===== src/rtl/game_pkg.sv =====
// Shared definitions for the flappy-bird game blocks.
//   game_state_t : run-control state encoding (IDLE=00, PLAY=01, OVER=10)
//   SCREEN_W/H   : visible screen size in pixels
//   LAUNCH_X_DEF : default x at which the next pipe is released
//   cnt_width()  : width of a down-counter that must hold 'hold' (min 1 bit)
package game_pkg;

    typedef enum logic [1:0] {
        IDLE = 2'b00,
        PLAY = 2'b01,
        OVER = 2'b10
    } game_state_t;

    localparam int SCREEN_W     = 640;
    localparam int SCREEN_H     = 480;
    localparam int LAUNCH_X_DEF = 213;

    // $clog2(1) is 0, which would give a zero-width counter for hold=0.
    function automatic int cnt_width(input int hold);
        return (hold > 0) ? $clog2(hold + 1) : 1;
    endfunction

endpackage


===== src/rtl/key_event.sv =====
// Key conditioning: 2-flop synchronizer followed by a rising-edge detector.
//   clk, reset_n : clock, async active-low reset
//   in           : raw asynchronous key level
//   ev           : one-cycle event per press (held key gives one event)
module key_event (
    input  logic clk,
    input  logic reset_n,
    input  logic in,
    output logic ev
);

    logic sync1, sync2, prev;

    always_ff @(posedge clk or negedge reset_n) begin
        if (!reset_n) begin
            sync1 <= 1'b0;
            sync2 <= 1'b0;
            prev  <= 1'b0;
        end else begin
            sync1 <= in;
            sync2 <= sync1;
            prev  <= sync2;
        end
    end

    assign ev = sync2 & ~prev;

endmodule


===== src/rtl/game_sequencer.sv =====
// Run-control FSM for the flappy-bird game.
//   clk, reset_n  : clock, async active-low reset
//   start_req     : start-game key (async)
//   bird_req      : bird-only key (async)
//   collision     : collision level (synchronous)
//   pipe_x0       : packed pipe left-edge x, pipe i at [i*X_W +: X_W]
//   pipe_start    : run enable per pipe mover
//   bird_start    : run enable for the bird mover
//   score_clear   : one-cycle pulse on every game start
//   game_over     : high while in OVER
//   clear_screen  : high while in OVER
//   state         : IDLE=00, PLAY=01, OVER=10
module game_sequencer
    import game_pkg::*;
#(
    parameter int N_PIPES     = 3,
    parameter int X_W         = 10,
    parameter int LAUNCH_X    = LAUNCH_X_DEF,
    parameter int HOLD_CYCLES = 50_000_000
) (
    input  logic                   clk,
    input  logic                   reset_n,
    input  logic                   start_req,
    input  logic                   bird_req,
    input  logic                   collision,
    input  logic [N_PIPES*X_W-1:0] pipe_x0,
    output logic [N_PIPES-1:0]     pipe_start,
    output logic                   bird_start,
    output logic                   score_clear,
    output logic                   game_over,
    output logic                   clear_screen,
    output logic [1:0]             state
);

    localparam int                 CNT_W      = cnt_width(HOLD_CYCLES);
    localparam logic [CNT_W-1:0]   HOLD_LOAD  = (HOLD_CYCLES > 0) ? CNT_W'(HOLD_CYCLES - 1) : '0;
    localparam logic [X_W-1:0]     LAUNCH_V   = X_W'(LAUNCH_X);
    localparam logic [N_PIPES-1:0] FIRST_PIPE = N_PIPES'(1);

    logic start_ev, bird_ev;

    key_event u_start_ev (.clk(clk), .reset_n(reset_n), .in(start_req), .ev(start_ev));
    key_event u_bird_ev  (.clk(clk), .reset_n(reset_n), .in(bird_req),  .ev(bird_ev));

    game_state_t        state_q, state_d;
    logic [N_PIPES-1:0] pipe_q, pipe_d;
    logic               bird_q, bird_d;
    logic               clr_q, clr_d;
    logic [CNT_W-1:0]   cnt_q, cnt_d;

    always_ff @(posedge clk or negedge reset_n) begin
        if (!reset_n) begin
            state_q <= IDLE;
            pipe_q  <= '0;
            bird_q  <= 1'b0;
            clr_q   <= 1'b0;
            cnt_q   <= '0;
        end else begin
            state_q <= state_d;
            pipe_q  <= pipe_d;
            bird_q  <= bird_d;
            clr_q   <= clr_d;
            cnt_q   <= cnt_d;
        end
    end

    always_comb begin
        state_d = state_q;
        pipe_d  = pipe_q;
        bird_d  = bird_q;
        clr_d   = 1'b0;
        cnt_d   = cnt_q;
        case (state_q)
            IDLE: begin
                if (start_ev) begin
                    state_d = PLAY;
                    pipe_d  = FIRST_PIPE;
                    bird_d  = 1'b1;
                    clr_d   = 1'b1;
                end else if (bird_ev) begin
                    bird_d  = 1'b1;
                end
            end
            PLAY: begin
                // Collision outranks everything, including pipe launches.
                if (collision) begin
                    state_d = OVER;
                    pipe_d  = '0;
                    bird_d  = 1'b0;
                    cnt_d   = HOLD_LOAD;
                end else begin
                    // Equality only: a pipe sweeping past LAUNCH_X fires once;
                    // launch bits are sticky so later passes change nothing.
                    for (int i = 1; i < N_PIPES; i++) begin
                        if (pipe_q[i-1] && (pipe_x0[(i-1)*X_W +: X_W] == LAUNCH_V))
                            pipe_d[i] = 1'b1;
                    end
                end
            end
            OVER: begin
                // Early start presses are dropped, never queued.
                if (start_ev && (cnt_q == '0)) begin
                    state_d = PLAY;
                    pipe_d  = FIRST_PIPE;
                    bird_d  = 1'b1;
                    clr_d   = 1'b1;
                end else if (cnt_q != '0) begin
                    cnt_d   = cnt_q - CNT_W'(1);
                end
            end
            default: begin
                state_d = IDLE;
                pipe_d  = '0;
                bird_d  = 1'b0;
            end
        endcase
    end

    assign pipe_start   = pipe_q;
    assign bird_start   = bird_q;
    assign score_clear  = clr_q;
    assign game_over    = (state_q == OVER);
    assign clear_screen = (state_q == OVER);
    assign state        = state_q;

endmodule


===== config.mk =====
export PLATFORM = sky130hd
export DESIGN_NAME = game_sequencer
export DESIGN_NICKNAME = d
export VERILOG_FILES = /design/src/rtl/game_pkg.sv /design/src/rtl/key_event.sv /design/src/rtl/game_sequencer.sv
export SDC_FILE = /design/constraint.sdc
export NUM_CORES = 1
export LEC_CHECK = 0
export BUFFER_PORTS_ARGS = -buffer_cell sky130_fd_sc_hd__buf_4
export CAP_MARGIN = 25
export CORE_AREA = 10 10 78 80
export CTS_BUF_LIST = sky130_fd_sc_hd__clkbuf_2
export CTS_CLUSTER_DIAMETER = 60
export CTS_CLUSTER_SIZE = 25
export DETAILED_ROUTE_END_ITERATION = 7
export DIE_AREA = 0 0 88 90
export PLACE_DENSITY = 0.62
export SETUP_SLACK_MARGIN = 0.15
export SYNTH_ARGS = -nofsm -noshare
export SYNTH_HDL_FRONTEND = slang
export SYNTH_HIERARCHICAL = 1
export SYNTH_SLANG_ARGS = --single-unit

===== constraint.sdc =====
create_clock -name clk -period 4.5 [get_ports clk]
set_input_delay 0.45 -clock clk [delete_from_list [all_inputs] [get_ports clk]]
set_output_delay 0.45 -clock clk [all_outputs]
set_load 0.02 [all_outputs]

==> results of run 1 <==
==> registers in the layout, summed over array words and instances, names as in the netlist <==
register and flops:
pipe_start 2, bird_start 1, u_start_ev/sync1 1, score_clear 1
u_bird_ev/sync2 1, u_bird_ev/prev 1, u_bird_ev/sync1 1, u_start_ev/sync2 1
cnt_q 26, u_start_ev/prev 1, state 2
==> routing by layer <==
| metal | track usage | share of wire | up-vias |
|---|---|---|---|
| met5 | 0 | 0 | - |
| met4 | 0.03989 | 0.011 | 0 |
| met3 | 0.04513 | 0.079 | 6 |
| met2 | 0.1650 | 0.44 | 35 |
| met1 | 0.1423 | 0.46 | 760 |
| li1 | - | - | 805 |
==> power groups by stage <==
stage	registers, mW	logic (mW)	clock network (mW)
2_1_floorplan	0.456	0.152	0
3_3_place_gp	0.453	0.242	0
3_5_place_dp	0.453	0.246	0
4_1_cts	0.446	0.247	0.152
5_1_grt	0.457	0.269	0.164
6_report	0.446	0.240	0.143
==> cell families after synthesis <==
kind of cell,after synthesis,synth area share
adders and majority gates,1,0.006292
DFF,38,0.4783
buffers and inverters,16,0.03902
xor gates and xnor gates,1,0.004406
and+or+nand+nor,91,0.2989
AOI/OAI and AO/OA,44,0.1479
muxes,5,0.02517
==> worst max path at each step <==
stage | startpoint | to | slack (ns) | depth (start not counted)
global route | cnt_q[0] | cnt_q[23] | 1.53 | 8
CTS | cnt_q[0] | pipe_start[2] | 1.74 | 7
global placement | cnt_q[0] | pipe_start[2] | 1.80 | 7
finish | cnt_q[0] | pipe_start[2] | 1.74 | 7
floorplan | cnt_q[0] | cnt_q[2] | 2.21 | 8
detailed placement | cnt_q[0] | pipe_start[2] | 1.71 | 7
==> cells in the final DEF (no fill, tap or decap), drive strengths merged, types with 3 or more instances in the layout <==
master / count
nand3: 13
a211oi: 4
o211ai: 3
or4: 10
nand2: 10
dfrtp: 38
nor2: 15
o31ai: 7
or2: 4
and2: 3
a21oi: 9
mux2i: 5
clkbuf: 5
o21ai: 9
nor4: 5
nor3: 4
or3: 9
buf: 34
nand2b: 4
nor4b: 4
inv: 5
==> area by class of cell <==
type / count / area [um2] / share of cell area
clock inverter: 2 / 10.01 / 0.004357
sequential: 38 / 950.9 / 0.4139
timing repair buffer: 35 / 265.3 / 0.1155
multi-input combinational: 142 / 959.7 / 0.4178
tap: 54 / 67.56 / 0.02941
inverter: 5 / 18.77 / 0.008170
clock buffer: 5 / 25.02 / 0.01089
==> stage by stage <==
stage / utilization / total power [mW] / instance area [um2] / hold WS (ns)
global placement: 0.4898 / 0.6948 / 2252 / 0.3313
finish: 0.4996 / 0.8286 / 2297 / 0.1601
detailed placement: 0.4898 / 0.6986 / 2252 / 0.3347
floorplan: - / 0.6082 / 1988 / 0.1544
CTS: 0.4996 / 0.8448 / 2297 / 0.1304
global route: 0.4996 / 0.8900 / 2297 / 0.1135
==> what timing repair did <==
action	in CTS	in global routing
gates resized for setup	0	0
hold buffers	1	0
setup endpoints to repair	0	0
endpoints found under the hold margin	22	0
==> critical path: stages (launching register included) <==
cell,delay [ns]
dfrtp_1,0.46
inv_1,0.08
ha_1,0.21
nor4b_2,0.59
nand2_1,0.27
nor4_4,0.49
nor2_1,0.21
o32a_1,0.38
==> reports/metrics.yaml, run 1 <==
cts_sinks: 38
power_frac_seq: 0.538
dr.pass1.iters: 4
worstMarginPinSlew_ns: 0.9601
rows: 25
gp_congestion: 0.7344
core-area_um2: 4598
power.switching_mw: 0.3052
pwr-share-comb: 0.289
synth.area.top_cells: "dfrtp_1 (48%), nand3_1 (3.3%), nor2_1 (2.8%)"
ys_ff_latch: 38
cts_inserted_buffers: 5
io_buffer_count: 33
status: "finished, final reports clean"
finalWirelength_um: 4304
finalMaxSlewViolations: 0
synth_nets: 232
crit_arrival_ns: 3.07
setup_tns_ns: 0
grt_max_degree: 39
setup-violations-final: 0
endpoint_kind: "flop"
die_area_um2: 7920
viasPerCell: 5.715
dp.cells: 273
syn_area_um2: 1988
min_to: "u_start_ev/sync1"
yosys_warnings: 6
start_kind: "flop"
finalNonFillerCells: 281
p_leak_nw: 0.8902
cts_htree_levels: 2
drcViolationCount: 0
maxCapViolCount: 0
rsz0062_at_grt: "no"
synth_ff_type: "dfrtp_1"
synthTopCellsByCount: "dfrtp_1 (38), nor2_1 (15), nand3_1 (13)"
power.internal_mw: 0.5234
vdd_drop_max_mv: 0.1343
yosysMostFrequentCell: "dfrtp_1"
finalHoldViolations: 0
worstReg2RegEnd: "pipe_start[2]"
critPathKind: "flop to flop"
synth-seq-area-share: 0.4783
power_density_nw_per_um2: 360.7
dr_total_vias: 1606
synth_edf_count: 0
hold_path_class: "primary input to flop"
async_flop_share: 1.000
worst_slack_ns: 1.743
grt_use_total: 0.1119
grt_pass1_wl_um: 7334
antenna_cells: 0
drtIter0Drc: 74
min_period_over_period: 0.6127
ff2ff_path_depth: 7
p_clk_frac: 0.172
grt_pass1_vias: 1507
finClkSkew_ns: 0.02038
cp.required_ns: 4.81
synth_top_area_cell: "dfrtp_1"
syn_avg_cell_area_um2: 10.14
min_period_ns: 2.757
r2r-start: "cnt_q[0]"
start_util: 0.4324
p_sw_frac: 0.3683
area_delta_synth_final_pct: 15.54
hpwl_um: 3006
n_fill_cell: 429
clkLatencyLatePin_ns: 0.40
relSlewSlack: 0.3576
yosysTopAreaCellShare: 0.4783
hp-start: "start_req"
ios: 44
antenna_left: 0
overflow: 0
cts_tree: "built"
antenna_found_initial: 0
syn-instance-count: 196
root_buffer: "clkbuf_2"
synth_cell_types: 49
die_w_um: 88
nets: 263
postCtsSetupRepairBufs: 0
die_y_um: 90
drive_above_1_share: 0.2423
min_path_cells: 1
post-place-ws_ns: 1.712
clock.fmax_mhz: 362.7
clockBufferDepth: 2
clk_pin_slew_ns: 0.19
routed_wire_length_per_instance_um: 15.32
rrSetupSlack_ns: 1.74
crit_fanout: 11
(Power assumes the default switching activity.)
==> run 2, diff against run 1 <==
==> constraint.sdc (replaced) <==
create_clock -name clk -period 2.75 [get_ports clk]
set_input_delay 0.275 -clock clk [delete_from_list [all_inputs] [get_ports clk]]
set_output_delay 0.275 -clock clk [all_outputs]
set_load 0.02 [all_outputs]
==> run 2 against run 1 <==
Against the previous run:
- non-clock buffer count up 7
- utilization up 2.5 points
- fmax up 17%
- flip-flop and latch count unchanged
- sequential share of layout area down 2.0 points
- clock skew down 0.0098 ns
- final area up 5.1%
- critical endpoint unchanged
- largest cell class unchanged
==> reports/metrics.yaml, run 2 (same netlist as run 1, synthesis figures left out) <==
area_delta_synth_final_pct: 21.40
die_y_um: 90
rrSetupSlack_ns: 0.39
ios: 44
drive_above_1_share: 0.2596
finalMaxSlewViolations: 0
dr.pass1.iters: 4
cts_htree_levels: 2
cts_tree: "built"
finalHoldViolations: 0
drcViolationCount: 0
finClkSkew_ns: 0.01058
finalWirelength_um: 4411
clockBufferDepth: 2
grt_pass1_vias: 1617
cts_sinks: 38
die_area_um2: 7920
hold_path_class: "primary input to flop"
antenna_found_initial: 0
overflow: 0
start_kind: "flop"
viasPerCell: 5.651
largest-register: "cnt_q"
antenna_cells: 0
worst_slack_ns: 0.3922
start_util: 0.4324
n_fill_cell: 439
dr_total_vias: 1633
root_buffer: "clkbuf_2"
grt_use_total: 0.1175
routed.top_layer: "met4"
power_density_nw_per_um2: 662.3
cp-startpoint: "cnt_q[16]"
hpwl_um: 3105
crit_arrival_ns: 2.71
antenna_left: 0
mostFrequentLayoutCell: "buf_4"
io_buffer_count: 33
clk_pin_slew_ns: 0.21
crit_fanout: 13
critPathKind: "flop to flop"
p_leak_nw: 0.9490
layout_common_cells: "buf_4 (39), dfrtp_1 (38), nor2_1 (15)"
relSlewSlack: 0.6264
nets: 270
endpoint_kind: "flop"
vdd_drop_max_mv: 0.3171
final_cell_area_um2: 2414
min_period_ns: 2.358
drtIter0Drc: 72
ctsResizeCount: 0
wl_met3_um: 327
post-place-ws_ns: 0.4369
setup-violations-final: 0
grt_pass1_wl_um: 7721
cts_inserted_buffers: 5
rsz0062_at_grt: "no"
min_period_over_period: 0.8574
clkLatencyLatePin_ns: 0.40
wl_met2_um: 2004
m1WireLength_um: 2022
seq_area_um2: 950.9
crit_end: "pipe_start[2]"
maxCapViolCount: 0
worstReg2RegEnd: "pipe_start[2]"
setup_tns_ns: 0
gp_congestion: 0.7007
clock.fmax_mhz: 424.1
placed_area_um2: 2290
die_w_um: 88
core-area_um2: 4598
rows: 25
largest_reg_flops: 26
status: "finished, final reports clean"
routed_wire_length_per_instance_um: 15.26
postCtsSetupRepairBufs: 0
r2r-start: "cnt_q[16]"
ff2ff_path_depth: 5
multi_input_area_um2: 959.7
worstMarginPinSlew_ns: 0.5580
grt_max_degree: 39
cp.required_ns: 3.11
run 2: changes by cell type in the layout (fill, tap and decap cells not counted):
cell	previous run	this run
dlygate4sd3_1	1	3
bufinv_16	0	2
clkinv_2	2	0
clkinv_4	0	1
buf_4	34	39
run 2: cell type report:
type,instances,share of cell area
Clock inverter,3,0.02851
Clock buffer,5,0.01037
Timing Repair Buffer,42,0.1337
Tap cell,54,0.02799
Inverter,5,0.007776
Multi-Input combinational cell,142,0.3976
Sequential cell,38,0.3940
run 2: metal layers:
layer / GRT usage / vias to the layer above
li1: - / 817
met1: 0.1476 / 778
met2: 0.1784 / 33
met3: 0.04693 / 5
met4: 0.03590 / 0
met5: 0 / -
run 2: where the power goes:
group          leakage (nW)  total, mW  switching, mW  internal (mW)
Clock                0.0532      0.445          0.198          0.246
Sequential            0.422      0.730         0.0919          0.638
Combinational         0.474      0.424          0.238          0.187
Total                 0.949       1.60          0.528           1.07
run 2: worst max-delay path, stage by stage, from the launching register on:
cell      delay, ns
dfrtp_1        0.46
or4_4          0.55
nand2b_4       0.19
or4_4          0.65
a211oi_1       0.28
o32a_1         0.18
run 2: through the flow:
step	hold WS, ns	cells	utilization	power, mW
finish	0.2639	289	0.5249	1.599
global route	0.2507	289	0.5249	1.701
CTS	0.2530	289	0.5249	1.618
detailed placement	0.2748	278	0.4980	1.171
global placement	0.2800	278	0.4980	1.163
floorplan	-0.02059	196	-	0.9952
run 2: how the worst min path moves through the flow:
stage	start	end	cells past startpoint
2_1_floorplan	reset_n	bird_start	0
3_3_place_gp	reset_n	cnt_q[0]	1
3_5_place_dp	reset_n	cnt_q[0]	1
4_1_cts	pipe_x0[18]	pipe_start[2]	5
5_1_grt	pipe_x0[18]	pipe_start[2]	5
6_report	pipe_x0[8]	pipe_start[1]	5
run 2: timing repair:
item	CTS	global route
endpoints found under the setup margin	0	0
hold buffers	3	0
hold endpoints to repair	40	0
